<file path="config.mk">
export PLATFORM = sky130hd
export DESIGN_NAME = mult_arbiter
export DESIGN_NICKNAME = d
export VERILOG_FILES = /design/src/rtl/mult_arbiter.sv
export SDC_FILE = /design/constraint.sdc
export NUM_CORES = 1
export LEC_CHECK = 0
export ABC_AREA = 0
export CAP_MARGIN = 30
export CORE_MARGIN = 8
export CORE_UTILIZATION = 40
export CTS_BUF_LIST = sky130_fd_sc_hd__clkbuf_4 sky130_fd_sc_hd__clkbuf_8
export DETAILED_ROUTE_END_ITERATION = 7
export HOLD_SLACK_MARGIN = 0.02
export PLACE_DENSITY_LB_ADDON = 0.3
export SLEW_MARGIN = 20
export SYNTH_ARGS = -nofsm -noshare
export SYNTH_HDL_FRONTEND = slang
export SYNTH_SLANG_ARGS = --single-unit
</file>
<file path="constraint.sdc">
create_clock -name clk -period 11.21 [get_ports clk]
set_input_delay 1.6815 -clock clk [delete_from_list [all_inputs] [get_ports clk]]
set_output_delay 1.6815 -clock clk [all_outputs]
set_load 0.05 [all_outputs]
</file>
<file path="src/rtl/mult_arbiter.sv">
// mult_arbiter: four requesters share one 8x8 Wallace-tree multiplier through a
// two-stage valid/ready pipeline. Arbitration is round-robin or fixed priority.

// 3:2 carry-save compressor over 16-bit rows; carries out of bit 15 are
// dropped because the final product always fits in 16 bits.
module csa16 (
    input  logic [15:0] x,
    input  logic [15:0] y,
    input  logic [15:0] z,
    output logic [15:0] sum,
    output logic [15:0] carry
);
    assign sum   = x ^ y ^ z;
    assign carry = {(x[14:0] & y[14:0]) | (x[14:0] & z[14:0]) | (y[14:0] & z[14:0]), 1'b0};
endmodule

// Gate-level 8x8 unsigned Wallace multiplier: AND-array partial products,
// four carry-save layers (8 -> 6 -> 4 -> 3 -> 2 rows), ripple-carry final add.
module wallace_multiplier (
    input  logic [7:0]  a,
    input  logic [7:0]  b,
    output logic [15:0] p
);
    logic [15:0] pp [8];
    logic [15:0] s0, c0, s1, c1, s2, c2, s3, c3, s4, c4, s5, c5;
    logic [15:0] cy;

    genvar i;
    generate
        for (i = 0; i < 8; i++) begin : g_pp
            assign pp[i] = {8'b0, a & {8{b[i]}}} << i;
        end
    endgenerate

    // layer 1
    csa16 u_l1a (.x(pp[0]), .y(pp[1]), .z(pp[2]), .sum(s0), .carry(c0));
    csa16 u_l1b (.x(pp[3]), .y(pp[4]), .z(pp[5]), .sum(s1), .carry(c1));
    // layer 2
    csa16 u_l2a (.x(s0), .y(c0), .z(s1), .sum(s2), .carry(c2));
    csa16 u_l2b (.x(c1), .y(pp[6]), .z(pp[7]), .sum(s3), .carry(c3));
    // layer 3
    csa16 u_l3 (.x(s2), .y(c2), .z(s3), .sum(s4), .carry(c4));
    // layer 4
    csa16 u_l4 (.x(s4), .y(c4), .z(c3), .sum(s5), .carry(c5));

    // final carry-propagate adder
    assign cy[0] = 1'b0;
    generate
        for (i = 0; i < 16; i++) begin : g_rca
            assign p[i] = s5[i] ^ c5[i] ^ cy[i];
            if (i < 15) begin : g_cy
                assign cy[i+1] = (s5[i] & c5[i]) | (cy[i] & (s5[i] ^ c5[i]));
            end
        end
    endgenerate
endmodule

// Top: arbiter + stage 1 (operands) + shared multiplier + stage 2 (result).
module mult_arbiter #(
    parameter bit RR_EN = 1'b1
) (
    input  logic        clk,
    input  logic        rst_n,
    input  logic [3:0]  req_valid,
    input  logic [31:0] req_a,
    input  logic [31:0] req_b,
    output logic [3:0]  req_ready,
    output logic        rsp_valid,
    input  logic        rsp_ready,
    output logic [15:0] rsp_product,
    output logic [1:0]  rsp_id,
    output logic [1:0]  inflight
);
    logic        s1_valid;
    logic [7:0]  op_a;
    logic [7:0]  op_b;
    logic [1:0]  s1_id;
    logic [1:0]  rr_ptr;
    logic [15:0] product;
    logic        adv1;
    logic        adv2;
    logic [3:0]  grant;
    logic [1:0]  grant_id;
    logic        grant_any;
    logic [1:0]  idx;

    // A stage may advance when it is empty or the stage after it advances.
    assign adv2 = !rsp_valid | rsp_ready;
    assign adv1 = !s1_valid | adv2;

    // Arbitration: search from rr_ptr (round-robin) or from 0 (fixed priority).
    always_comb begin
        // NOTE: every output gets a default first so no path leaves it unassigned (no latch).
        grant_any = 1'b0;
        grant_id  = 2'd0;
        idx       = 2'd0;
        for (int k = 0; k < 4; k++) begin
            idx = RR_EN ? rr_ptr + 2'(k) : 2'(k);
            if (!grant_any && req_valid[idx]) begin
                grant_any = 1'b1;
                grant_id  = idx;
            end
        end
        grant = grant_any ? (4'b0001 << grant_id) : 4'b0000;
    end

    // Readiness is suppressed during reset so nothing is accepted while held.
    assign req_ready = (rst_n && adv1) ? grant : 4'b0000;

    // Stage 1: capture the granted operands and advance the round-robin pointer.
    always_ff @(posedge clk or negedge rst_n) begin
        if (!rst_n) begin
            // NOTE: non-blocking assignments keep every register sampling pre-edge values.
            s1_valid <= 1'b0;
            op_a     <= 8'd0;
            op_b     <= 8'd0;
            s1_id    <= 2'd0;
            rr_ptr   <= 2'd0;
        end else if (adv1) begin
            s1_valid <= grant_any;
            if (grant_any) begin
                op_a   <= req_a[8*grant_id +: 8];
                op_b   <= req_b[8*grant_id +: 8];
                s1_id  <= grant_id;
                rr_ptr <= grant_id + 2'd1;
            end
        end
    end

    wallace_multiplier u_mul (
        .a (op_a),
        .b (op_b),
        .p (product)
    );

    // Stage 2: register the product; held stable while the consumer stalls.
    always_ff @(posedge clk or negedge rst_n) begin
        if (!rst_n) begin
            rsp_valid   <= 1'b0;
            rsp_product <= 16'd0;
            rsp_id      <= 2'd0;
        end else if (adv2) begin
            rsp_valid   <= s1_valid;
            rsp_product <= product;
            rsp_id      <= s1_id;
        end
    end

    assign inflight = {1'b0, s1_valid} + {1'b0, rsp_valid};
endmodule
</file>
# Yosys cells after proc, flatten, opt, wreduce, memory -nomap -nowiden
# Index checks and enable logic that the tools add are counted.
[word_totals]
ff_bits = 40
inputBits = 71
out_inout_bits = 25
word_cells = 169
[op_classes]
addsub = 5
n_lt_le_gt_ge = 4
shift = 3
mux = 18
bitwise = 121
n_reduce_logical = 10
[ops]
columns = ["op", "n"]
rows = [
  ["$and A15 B15 Y15", 10],
  ["$or A15 B15 Y15", 8],
  ["$xor A16 B16 Y16", 5],
  ["$and A8 B8 Y8", 8],
  ["$shiftx A32 B6 Y8", 2],
  ["$xor A1 B1 Y1", 29],
  ["$and A1 B1 Y1", 27],
  ["$xor A16 B10 Y16", 1],
  ["$xor A16 B11 Y16", 1],
  ["$xor A16 B13 Y16", 1],
  ["$xor A16 B15 Y16", 1],
  ["$and A14 B15 Y15", 1],
  ["$and A15 B14 Y15", 1],
  ["$or A1 B1 Y1", 15],
  ["$xor A14 B14 Y14", 1],
  ["$and A11 B13 Y13", 1],
  ["$and A12 B13 Y13", 1],
  ["$or A12 B13 Y13", 1],
  ["$or A13 B13 Y13", 1],
  ["$and A11 B12 Y12", 1],
  ["$lt A2 B3 Y1 const B", 4],
  ["$xor A11 B12 Y12", 1],
  ["$and A8 B10 Y10", 1],
  ["$and A9 B10 Y10", 1],
  ["other kinds (15)", 38],
]

# Depth between registers and ports, before layout
# Gate-level depths: netlist of the first run.
[logic_depth]
ltp_word = 41
mapped_depth = 24
depth_no_buf = 23

# By module
# From an unflattened synthesis of the first run, not the netlist that was laid out.
[unflattened]
cells_unflattened = 404
hier_area_um2 = 4869.7
[by_module_without_submodules]
columns = ["module", "instances", "cells_per_inst", "area_each_um2", "seq_area_each_um2"]
rows = [
  ["mult_arbiter", 1, 210, 2118.3, 1001.0],
  ["csa16", 6, 18, 335.3, 0.0],
  ["wallace_multiplier", 1, 86, 739.5, 0.0],
]

# Least setup slack after synthesis of the first run
# OpenSTA, ideal clock, no wires.
[synth_timing]
path_type = "flip-flop to flip-flop"
start = "register op_b[3]"
end = "register rsp_product[15]"
setup_ps = 83
arrival_ps = 5896
required_ps = 11127
path_slack_ps = 5231
stages_incl_launch_ff = 25
n_path_buf = 1
period_less_slack_ps = 5979
path_cell_list = "dfrtp_1 clkbuf_1 and2_1 fa_1 inv_1 fa_1 inv_1 fa_1 ha_1 ha_1 inv_1 fa_1 fa_1 fa_1 inv_1 fa_1 fa_1 fa_1 inv_1 fa_1 inv_1 fa_1 fa_1 xnor2_1 o21ai_0"
[synth_between]
elab_chain_cells = 34
elab_cells_between_ends = 79
classes_between = "bitwise: 79"
[synth_rtl]
columns = ["element", "line", "source"]
rows = [
  ["start: declaration", "76", "logic [7:0] op_b;"],
  ["start signal: assignment", "123", "op_b <= req_b[8*grant_id +: 8];"],
  ["$and A8 B8 Y8 *", "31", "assign pp[i] = {8'b0, a & {8{b[i]}}} << i;"],
  ["$xor A11 B12 Y12", "13", "assign sum = x ^ y ^ z;"],
  ["$xor A16 B13 Y16", "13", ""],
  ["$xor A16 B16 Y16 / $and A15 B15 Y15 (equally long branches)", "13, 14", ""],
  ["$xor A16 B16 Y16 / $or A15 B15 Y15 (equally long branches) (2 in series)", "13, 14", ""],
  ["$xor A16 B16 Y16 (2 in series)", "13", ""],
  ["$xor A1 B1 Y1 / $xor A16 B16 Y16 (equally long branches)", "52, 13", ""],
  ["$and A1 B1 Y1 / $xor A16 B16 Y16 (equally long branches)", "52, 13", ""],
  ["(+16 left out)", "--", ""],
  ["$or A1 B1 Y1", "52", "assign cy[i+1] = (s5[i] & c5[i]) | (cy[i] & (s5[i] ^ c5[i]));"],
  ["$and A1 B1 Y1", "52", ""],
  ["$or A1 B1 Y1", "52", ""],
  ["$and A1 B1 Y1", "52", ""],
  ["$or A1 B1 Y1 *", "52", ""],
  ["$and A1 B1 Y1 *", "52", ""],
  ["$or A1 B1 Y1 *", "52", ""],
  ["$xor A1 B1 Y1 *", "50", "assign p[i] = s5[i] ^ c5[i] ^ cy[i];"],
  ["end signal: assignment", "144", "rsp_product <= product;"],
  ["end: declaration", "70", "output logic [15:0] rsp_product,"],
]
# Mark *: on every way between the ends. The rest lies on a longest branch, timed or not.
# A chain may end at the register's enable or synchronous reset.

# Worst setup path in the final report of the first run
[layout_timing]
start = "input req_valid[0]"
end = "output req_ready[0]"
[layout_between]
elab_chain_cells = 15
elab_cells_between_ends = 25
classes_between = "shift: 1; mux: 18; reduce/logical: 6"
[layout_rtl]
columns = ["element", "line", "source"]
rows = [
  ["start: declaration", "64", "input logic [3:0] req_valid,"],
  ["$bmux W1 S2", "99", "if (!grant_any && req_valid[idx]) begin"],
  ["$mux W1 (implied by the code)", "99", ""],
  ["$mux W1", "99", ""],
  ["$logic_not A1 Y1", "99", ""],
  ["$logic_and A1 B1 Y1", "99", ""],
  ["$mux W1", "99", ""],
  ["$logic_not A1 Y1", "99", ""],
  ["$logic_and A1 B1 Y1", "99", ""],
  ["$mux W1", "99", ""],
  ["$logic_not A1 Y1", "99", ""],
  ["$logic_and A1 B1 Y1", "99", ""],
  ["$mux W2", "99", ""],
  ["$shl A1 B2 Y4", "104", "grant = grant_any ? (4'b0001 << grant_id) : 4'b0000;"],
  ["$mux W4 *", "104", ""],
  ["$mux W4 *", "108", "assign req_ready = (rst_n && adv1) ? grant : 4'b0000;"],
  ["end: declaration", "67", "output logic [3:0] req_ready,"],
]
# Mark *: on every way between the ends. The rest lies on a longest branch, timed or not. The select of a mux whose other input is x is not followed.

==> impl_metrics.tcl, run 1 <==
set metrics [dict create \
    fill_cells 890 \
    grt_overflow_total 0 \
    coreArea_mm2 0.00928 \
    crit_chain "clkdlybuf4s50_1 > mux2i_1 > nor2_1 > nor3_4 > buf_4 > inv_1 > ha_1 > and3_1 > clkdlybuf4s50_1" \
    drc 0 \
    cts_tree "yes" \
    startpoint "req_valid[0]" \
    vias 2835 \
    drt-initial-drc-count 142 \
    crit_end "req_ready[0]" \
    grt_first_pass_wirelength_um 15200 \
    cp_max_fo 30 \
    syn2layout_area_growth_pct 28.0 \
    avgSynthCellArea_um2 9.92 \
    cp_slowest_stage_delay_ns 0.70 \
    std_cell_rows 35 \
    worstSetupPathType "input pin to output port" \
    die_x_um 114 \
    yosysSeqAreaShare 0.261 \
    hold_buffers 0 \
    gp_congestion 0.812 \
    placed_area_mm2 0.00483 \
    routedWlPerCell_um 14.5 \
    die_area_mm2 0.0130 \
    syn-num-nets 526 \
    hp-class "flop to flop" \
    ioPinCount 96 \
    end_kind "output port" \
    ant_nets 0 \
    antenna_found_initial 0 \
    grt_pass1_vias 3188 \
    start_util 0.413 \
    diodes 0 \
    dp_cells 595 \
    cts_root_buf "clkbuf_8" \
    place_hpwl_um 7210 \
    nets 612 \
    r2r-end "rsp_product[15]" \
    cts.sinks 40 \
    ys_warn_count 0 \
    rrSetupSlack_ns 5.01 \
    reg2regPathDepth 22 \
    rsz0062_at_grt "false" \
    p_leak_nw 2.31 \
    drive_above_1_share 0.0571 \
    skew_ns 0.00550 \
    outcome "finished clean" \
    hold_violations 0 \
    drt_first_pass_iters 4 \
    drt-total-wl_um 8760 \
    path_clk_slew_ns 0.08 \
    finalCriticalPeriod_ns 6.25 \
    finalSetupViolCount 0 \
    cts.repair_timing.setup_buffer_count 0 \
    reg2reg_from "op_a[4]" \
    die_h_um 114 \
    timing_worst_slew_pin_value_ns 0.788 \
    power.density_mw_per_mm2 260 \
    required_ns 9.53 \
    maxSlewHeadroom 0.475 \
    portBuffers 95 \
    drv_cap 0 \
    grt_usage 0.144 \
    cpMostUsedCell "clkdlybuf4s50_1" \
    fmax_ghz 0.160 \
    netlist_instances 387 \
    ctsResizeCount 0 \
    cts_buffer_depth 2 \
    clock_latency_ns 0.29 \
    cts_buffers 5 \
    grt_max_degree 45 \
    period_share 0.557 \
    fin_setup_tns_ns 0 \
    ir_drop_mv 0.0978 \
    yosys.cell_types.count 30 \
    via_per_inst 4.71 \
    fin_cells 602 \
    final_area_mm2 0.00491 \
    report.final.slew_viol_count 0 \
    synth_area_mm2 0.00384 \
    cp-start-kind "input pin" \
    ys_seq_elements 40 \
    crit_path_top_delay_cell "clkdlybuf4s50_1" \
    crit_arrival_ns 4.57 \
    ctsHtreeMaxLevel 2 \
]
## sequential cells by signal, summed over array words and instances (netlist names)
name	count
s1_valid	1
rsp_product	16
op_b	8
rsp_valid	1
rr_ptr	2
op_a	8
rsp_id	2
s1_id	2
## synth_stat cells, drive strengths merged
master / instances / share of area
o221ai: 16 / 0.053
nor4: 1 / 0.0016
nand3: 1 / 0.0013
nor2b: 1 / 0.0016
and2: 36 / 0.059
buf: 9 / 0.027
o21ai: 3 / 0.0039
nand2: 91 / 0.092
and3: 4 / 0.0065
fa: 47 / 0.25
inv: 49 / 0.048
nor2: 7 / 0.0068
a21oi: 9 / 0.013
o21a: 1 / 0.0020
clkinv: 1 / 0.0013
nand2b: 4 / 0.0065
ha: 21 / 0.068
xnor2: 1 / 0.0023
dfrtp: 40 / 0.26
mux2i: 33 / 0.086
nor3: 1 / 0.0026
clkbuf: 10 / 0.0098
o22a: 1 / 0.0026
## worst max-delay path, delay by kind of cell
family	cells	cell delay, ns
buffers and inverters	4	1.83
and+or+nand+nor	3	0.66
adders and majority gates	1	0.23
muxes	1	0.16
## through the flow
| step | setup WS, ns | total power, mW | hold WS (ns) | utilization |
|---|---|---|---|---|
| 4_1_cts | 4.95 | 1.30 | 0.474 | 0.529 |
| 6_report | 4.96 | 1.28 | 0.465 | 0.529 |
| 3_5_place_dp | 4.95 | 1.20 | 0.456 | 0.521 |
| 5_1_grt | 4.66 | 1.47 | 0.499 | 0.529 |
| 3_3_place_gp | 5.03 | 1.17 | 0.449 | 0.521 |
| 2_1_floorplan | 5.23 | 0.978 | 0.446 | - |
## worst min path at each step
stage	startpoint	end	slack (ns)	cells past startpoint
after floorplan	s1_id[0]	rsp_id[0]	0.45	2
after global placement	rsp_product[4]	rsp_product[4]	0.45	2
after detailed placement	rsp_product[5]	rsp_product[5]	0.46	2
after CTS	rsp_product[5]	rsp_product[5]	0.47	2
after global routing	rsp_product[9]	rsp_product[9]	0.50	2
final	rsp_product[4]	rsp_product[4]	0.47	2
## cell usage in the layout, fill, tap and decap left out
cell,synthesis,final
inv_1,49,49
clkinv_2,1,2
o221ai_1,6,6
xnor2_1,1,1
a21oi_1,8,8
mux2i_1,33,33
clkinvlp_4,0,1
fa_1,47,47
nor2_1,7,7
buf_4,0,3
ha_1,21,21
a21oi_2,1,1
o21a_1,1,1
nor3_4,0,1
dfrtp_1,40,40
nand2_4,1,1
o22a_2,1,1
nor2b_1,1,1
nor4_1,1,1
and3_1,4,4
o21ai_0,3,3
nand2_1,89,89
and2_1,36,36
clkbuf_8,0,5
nand3_1,1,1
o221ai_2,10,10
nand2_2,1,1
nand2b_1,4,4
clkdlybuf4s50_1,0,94
buf_2,3,1
## power by group
part,switching [mW],leakage (nW),internal [mW],total [mW]
combinational,0.521,1.79,0.388,0.909
sequential,0.0725,0.485,0.202,0.275
clock,0.0514,0.0400,0.0422,0.0936
## final cells by class
type / count / area [um2] / area share
Multi-Input combinational cell: 278 / 2510 / 0.511
Sequential cell: 40 / 1000 / 0.204
Timing Repair Buffer: 98 / 968 / 0.197
Inverter: 50 / 189 / 0.0384
Tap cell: 129 / 161 / 0.0328
Clock buffer: 5 / 68.8 / 0.0140
Clock inverter: 2 / 12.5 / 0.00255
## kinds of logic (layout without fill, tap and decap cells)
group | count (synthesis) | in the layout | share of synthesized area
AO/OA/AOI/OAI | 30 | 30 | 0.0740
flip-flops | 40 | 40 | 0.261
buffers and inverters | 69 | 155 | 0.0860
AND/OR/NAND/NOR | 146 | 146 | 0.177
adder cells (fa/ha/maj) | 68 | 68 | 0.314
multiplexers | 33 | 33 | 0.0861
XOR/XNOR | 1 | 1 | 0.00228
## metal layers
metal	routed length [um]	track usage
met5	0	0
met4	121	0.0382
met3	576	0.0370
met2	4150	0.232
met1	3910	0.187
No activity file was read; power rests on OpenSTA's default activity.
==> run 2, diff against run 1 <==
clock period = 6.5 ns   (was 11.21 ns; I/O delays follow)
==> impl_metrics.tcl, run 2 (synthesis results as in run 1) <==
set metrics [dict create \
    drt-total-wl_um 8910 \
    finalCriticalPeriod_ns 6.15 \
    drc 0 \
    crit_family "adder cells" \
    final_common_cell "clkdlybuf4s50_1" \
    drv_cap 0 \
    cts.sinks 40 \
    critPathBufInv 6 \
    coreArea_mm2 0.00928 \
    rsz0062_at_grt "false" \
    hp-class "flop to flop" \
    report.final.slew_viol_count 0 \
    ir_drop_mv 0.171 \
    skew_ns 0.00524 \
    cts_buffers 5 \
    r2r-end "rsp_product[15]" \
    drt_first_pass_iters 4 \
    cp-start-kind "flop" \
    reg2reg_from "op_b[3]" \
    reg2regPathDepth 23 \
    grt_first_pass_wirelength_um 15000 \
    worstHoldPathCells 2 \
    cts_tree "yes" \
    std_cell_rows 35 \
    outcome "finished clean" \
    fmax_ghz 0.163 \
    start_util 0.413 \
    antenna_found_initial 0 \
    die_h_um 114 \
    vias 2889 \
    worstSetupPathType "flop to flop" \
    cts_buffer_depth 2 \
    dp_cells 600 \
    min_to "rsp_product[3]" \
    ant_nets 0 \
    die_x_um 114 \
    finalSetupViolCount 0 \
    ctsHtreeMaxLevel 2 \
    end_kind "flop" \
    top_register "rsp_product" \
    crit_arrival_ns 6.37 \
    syn2layout_area_growth_pct 30.1 \
    p_leak_nw 2.35 \
    fin_cells 608 \
    grt_usage 0.143 \
    required_ns 6.73 \
    cp_slowest_stage_delay_ns 0.53 \
    drt-initial-drc-count 116 \
    crit_path_top_delay_cell "fa_1" \
    period_share 0.946 \
    nets 617 \
    place_hpwl_um 7350 \
    cpMostUsedCell "fa_1" \
    grt_pass1_vias 3181 \
    drive_above_1_share 0.0731 \
    largest_reg_flops 16 \
    via_per_inst 4.75 \
    clock_latency_ns 0.30 \
    fin_setup_tns_ns 0 \
    hold_violations 0 \
    power.density_mw_per_mm2 457 \
    grt_max_degree 45 \
    min_from "rsp_product[3]" \
    ioPinCount 96 \
    cp_max_fo 9 \
    cts_root_buf "clkbuf_8" \
    top_regs "rsp_product (16), op_a (8), op_b (8)" \
    diodes 0 \
    hold_buffers 0 \
    timing_worst_slew_pin_value_ns 0.802 \
    portBuffers 95 \
    maxSlewHeadroom 0.465 \
    die_area_mm2 0.0130 \
    gp_congestion 0.832 \
    path_clk_slew_ns 0.09 \
    rrSetupSlack_ns 0.35 \
    routedWlPerCell_um 14.7 \
    grt_overflow_total 0 \
    crit_chain "and2_1 > fa_1 > inv_1 > fa_1 > inv_1 > fa_1 > ha_1 > ha_1 > inv_1 > fa_1 > fa_1 > fa_1 > inv_1 > fa_1 > fa_1 > fa_1 > inv_1 > fa_1 > inv_1 > fa_1 > fa_1 > xnor2_1 > o21ai_0" \
    layout_common_cells "clkdlybuf4s50_1 (94), nand2_1 (89), inv_1 (49)" \
]
[run 2: cell types whose count changed in the layout (fill, tap and decap cells not counted), sizes merged]
| cell | change |
|---|---|
| buf | +5 |
| bufinv | +1 |
| clkbuf | +1 |
| clkinvlp | -1 |
[run 2: area by class of cell]
| cell class | instances | area [um2] |
|---|---|---|
| fill | 907 | 4290 |
| multi-input combinational | 278 | 2510 |
| timing repair buffer | 103 | 1010 |
| sequential | 40 | 1000 |
| inverter | 50 | 189 |
| tap | 129 | 161 |
| clock buffer | 6 | 82.6 |
| clock inverter | 2 | 38.8 |
[run 2: routing by layer]
layer	wire length (um)	up-vias	global-route usage
met5	0	-	0
met4	82	0	0.0346
met3	514	6	0.0322
met2	4280	94	0.241
met1	4030	1381	0.182
li1	-	1408	-
[run 2: worst max path at each step]
stage / endpoint / startpoint / slack (ns) / cells past startpoint
after global placement: rsp_product[15] / op_b[3] / 0.39 / 23
after global routing: rsp_product[15] / op_a[4] / 0.002 / 22
after floorplan: rsp_product[15] / op_b[3] / 0.52 / 24
after detailed placement: rsp_product[15] / op_b[3] / 0.27 / 23
after CTS: rsp_product[15] / op_b[3] / 0.25 / 23
final: rsp_product[15] / op_b[3] / 0.35 / 23
[run 2: timing repair]
item / CTS / global route
resized for setup: 0 / 2
buffers inserted: 0 / 0
setup endpoints to repair: 0 / 1
[run 2: tightest hold or removal path: stages, from the launching register on]
cell,delay [ns]
dfrtp_1,0.35
nand2_1,0.05
nand2_1,0.04
[run 2: through the flow]
stage | worst slack (ns) | hold WS (ns) | utilization | area, um2 | total power, mW
floorplan | 0.521 | 0.446 | - | 3840 | 1.69
global placement | 0.388 | 0.451 | 0.525 | 4870 | 2.05
detailed placement | 0.269 | 0.458 | 0.525 | 4870 | 2.09
CTS | 0.252 | 0.477 | 0.538 | 4990 | 2.32
global route | 0.00242 | 0.494 | 0.538 | 4990 | 2.58
finish | 0.352 | 0.468 | 0.538 | 4990 | 2.28
[run 2: power by group]
part	switching (mW)	internal, mW	leakage [nW]
Sequential	0.102	0.350	0.483
Clock	0.0974	0.126	0.0614
Combinational	0.926	0.680	1.81
==> run 3, diff against run 2 <==
CTS_CLUSTER_DIAMETER = 150   (was unset)
GPL_TIMING_DRIVEN = 0   (was unset)
==> impl_metrics.tcl, run 3 (synthesis results as in run 1) <==
set metrics [dict create \
    outcome "finished clean" \
    ioPinCount 96 \
    die_area_mm2 0.0130 \
    rrSetupSlack_ns 0.43 \
    cp_max_fo 6 \
    cts_buffers 5 \
    finalSetupViolCount 0 \
    cp_slowest_stage_delay_ns 0.52 \
    clock_latency_ns 0.30 \
    crit_family "adder cells" \
    fin_util 0.548 \
    top_regs "rsp_product (16), op_a (8), op_b (8)" \
    crit_path_top_delay_cell "fa_1" \
    gp_congestion 0.844 \
    drt-total-wl_um 9270 \
    ant_nets 0 \
    end_kind "flop" \
    drt_first_pass_iters 4 \
    cts_root_buf "clkbuf_8" \
    cts_buffer_depth 2 \
    finalCriticalPeriod_ns 6.07 \
    die_x_um 114 \
    cts.sinks 40 \
    final_common_cell "clkdlybuf4s50_1" \
    fin_setup_tns_ns 0 \
    path_clk_slew_ns 0.08 \
    syn2layout_area_growth_pct 32.6 \
    p_leak_nw 2.38 \
    fin_ws_ns 0.434 \
    drv_cap 0 \
    diodes 0 \
    ir_drop_mv 0.163 \
    grt_pass1_vias 3389 \
    drt-initial-drc-count 97 \
    vias 2988 \
    place_ws_ns 0.0847 \
    cts_tree "yes" \
    coreArea_mm2 0.00928 \
    critPathBufInv 6 \
    via_per_inst 4.83 \
    die_h_um 114 \
    fmax_ghz 0.165 \
    grt_overflow_total 0 \
    report.final.slew_viol_count 0 \
    ctsHtreeMaxLevel 2 \
    cp-start-kind "flop" \
    nets 629 \
    period_share 0.933 \
    std_cell_rows 35 \
    drc 0 \
    crit_chain "and2_1 > fa_1 > inv_1 > fa_1 > inv_1 > fa_1 > ha_1 > ha_1 > inv_1 > fa_1 > fa_1 > fa_1 > inv_1 > fa_2 > fa_2 > fa_1 > inv_1 > fa_1 > inv_1 > fa_1 > fa_1 > xnor2_1 > o21ai_0" \
    antenna_found_initial 0 \
    power.density_mw_per_mm2 450 \
    portBuffers 95 \
    routedWlPerCell_um 15.0 \
    largest_reg_flops 16 \
    required_ns 6.73 \
    crit_arrival_ns 6.29 \
    place_hpwl_um 7810 \
    fill_cells 876 \
    grt_max_degree 29 \
    maxSlewHeadroom 0.632 \
    timing_worst_slew_pin_value_ns 0.547 \
    cpMostUsedCell "fa_1" \
    start_util 0.413 \
    hp-class "flop to flop" \
    grt_first_pass_wirelength_um 15500 \
    skew_ns 0.00682 \
    top_register "rsp_product" \
    rsz0062_at_grt "false" \
    layout_common_cells "clkdlybuf4s50_1 (94), nand2_1 (89), inv_1 (49)" \
    hold_violations 0 \
    drive_above_1_share 0.108 \
    worstSetupPathType "flop to flop" \
    grt_usage 0.150 \
]
## run 3: cell count changes in the layout (fill, tap and decap cells not counted), sizes merged
| cell | change |
|---|---|
| clkbuf | +2 |
| clkinvlp | +1 |
| bufinv | -1 |
| buf | +9 |
## run 3: worst min-delay path: stages (launching register included)
cell	delay, ns
dfrtp_1	0.34
nand2_1	0.05
nand2_1	0.05
## run 3: repair_timing
| item | in CTS | in global routing |
|---|---|---|
| hold buffers | 0 | 0 |
| gates resized for setup | 0 | 12 |
| buffers inserted | 0 | 7 |
| endpoints found under the setup margin | 0 | 2 |
| endpoints found under the hold margin | 0 | 0 |
## run 3: path summary, 6_finish.rpt
kind | to | cells after the start | start
max | rsp_product[15] | 23 | op_a[2]
min | rsp_product[13] | 2 | rsp_product[13]
max reg2reg | rsp_product[15] | 23 | op_a[2]
min reg2reg | rsp_product[13] | 2 | rsp_product[13]
max in group asynchronous | op_b[1] | 2 | rst_n
min in group asynchronous | rsp_product[15] | 1 | rst_n
## run 3: layer usage
metal / vias up / GRT usage / share of wire
met3: 10 / 0.0401 / 0.063
met2: 94 / 0.266 / 0.50
met5: - / 0 / 0
met1: 1451 / 0.166 / 0.41
met4: 0 / 0.0577 / 0.021
li1: 1433 / - / -
## run 3: cell type report
type	instances	area (um2)	area share
plain buffers	12	115	0.0226
clock buffers	5	68.8	0.0135
clock inverters	2	12.5	0.00246
inverters	50	189	0.0371
multi-input cells	278	2510	0.493
flip-flops and latches	40	1010	0.199
well taps	129	161	0.0317
repair buffers	103	1020	0.200
## run 3: metrics by stage
stage / std cells / total power, mW / hold WS [ns] / area, um2
after floorplan: 387 / 1.69 / 0.446 / 3840
after CTS: 619 / 2.31 / 0.471 / 5050
final: 619 / 2.29 / 0.468 / 5090
after detailed placement: 612 / 2.15 / 0.455 / 4970
after global placement: 611 / 2.07 / 0.451 / 4950
after global routing: 619 / 2.59 / 0.500 / 5090
## run 3: where the power goes
| part | internal, mW | switching, mW |
|---|---|---|
| clock network | 0.0727 | 0.0910 |
| logic | 0.720 | 0.930 |
| registers | 0.354 | 0.123 |
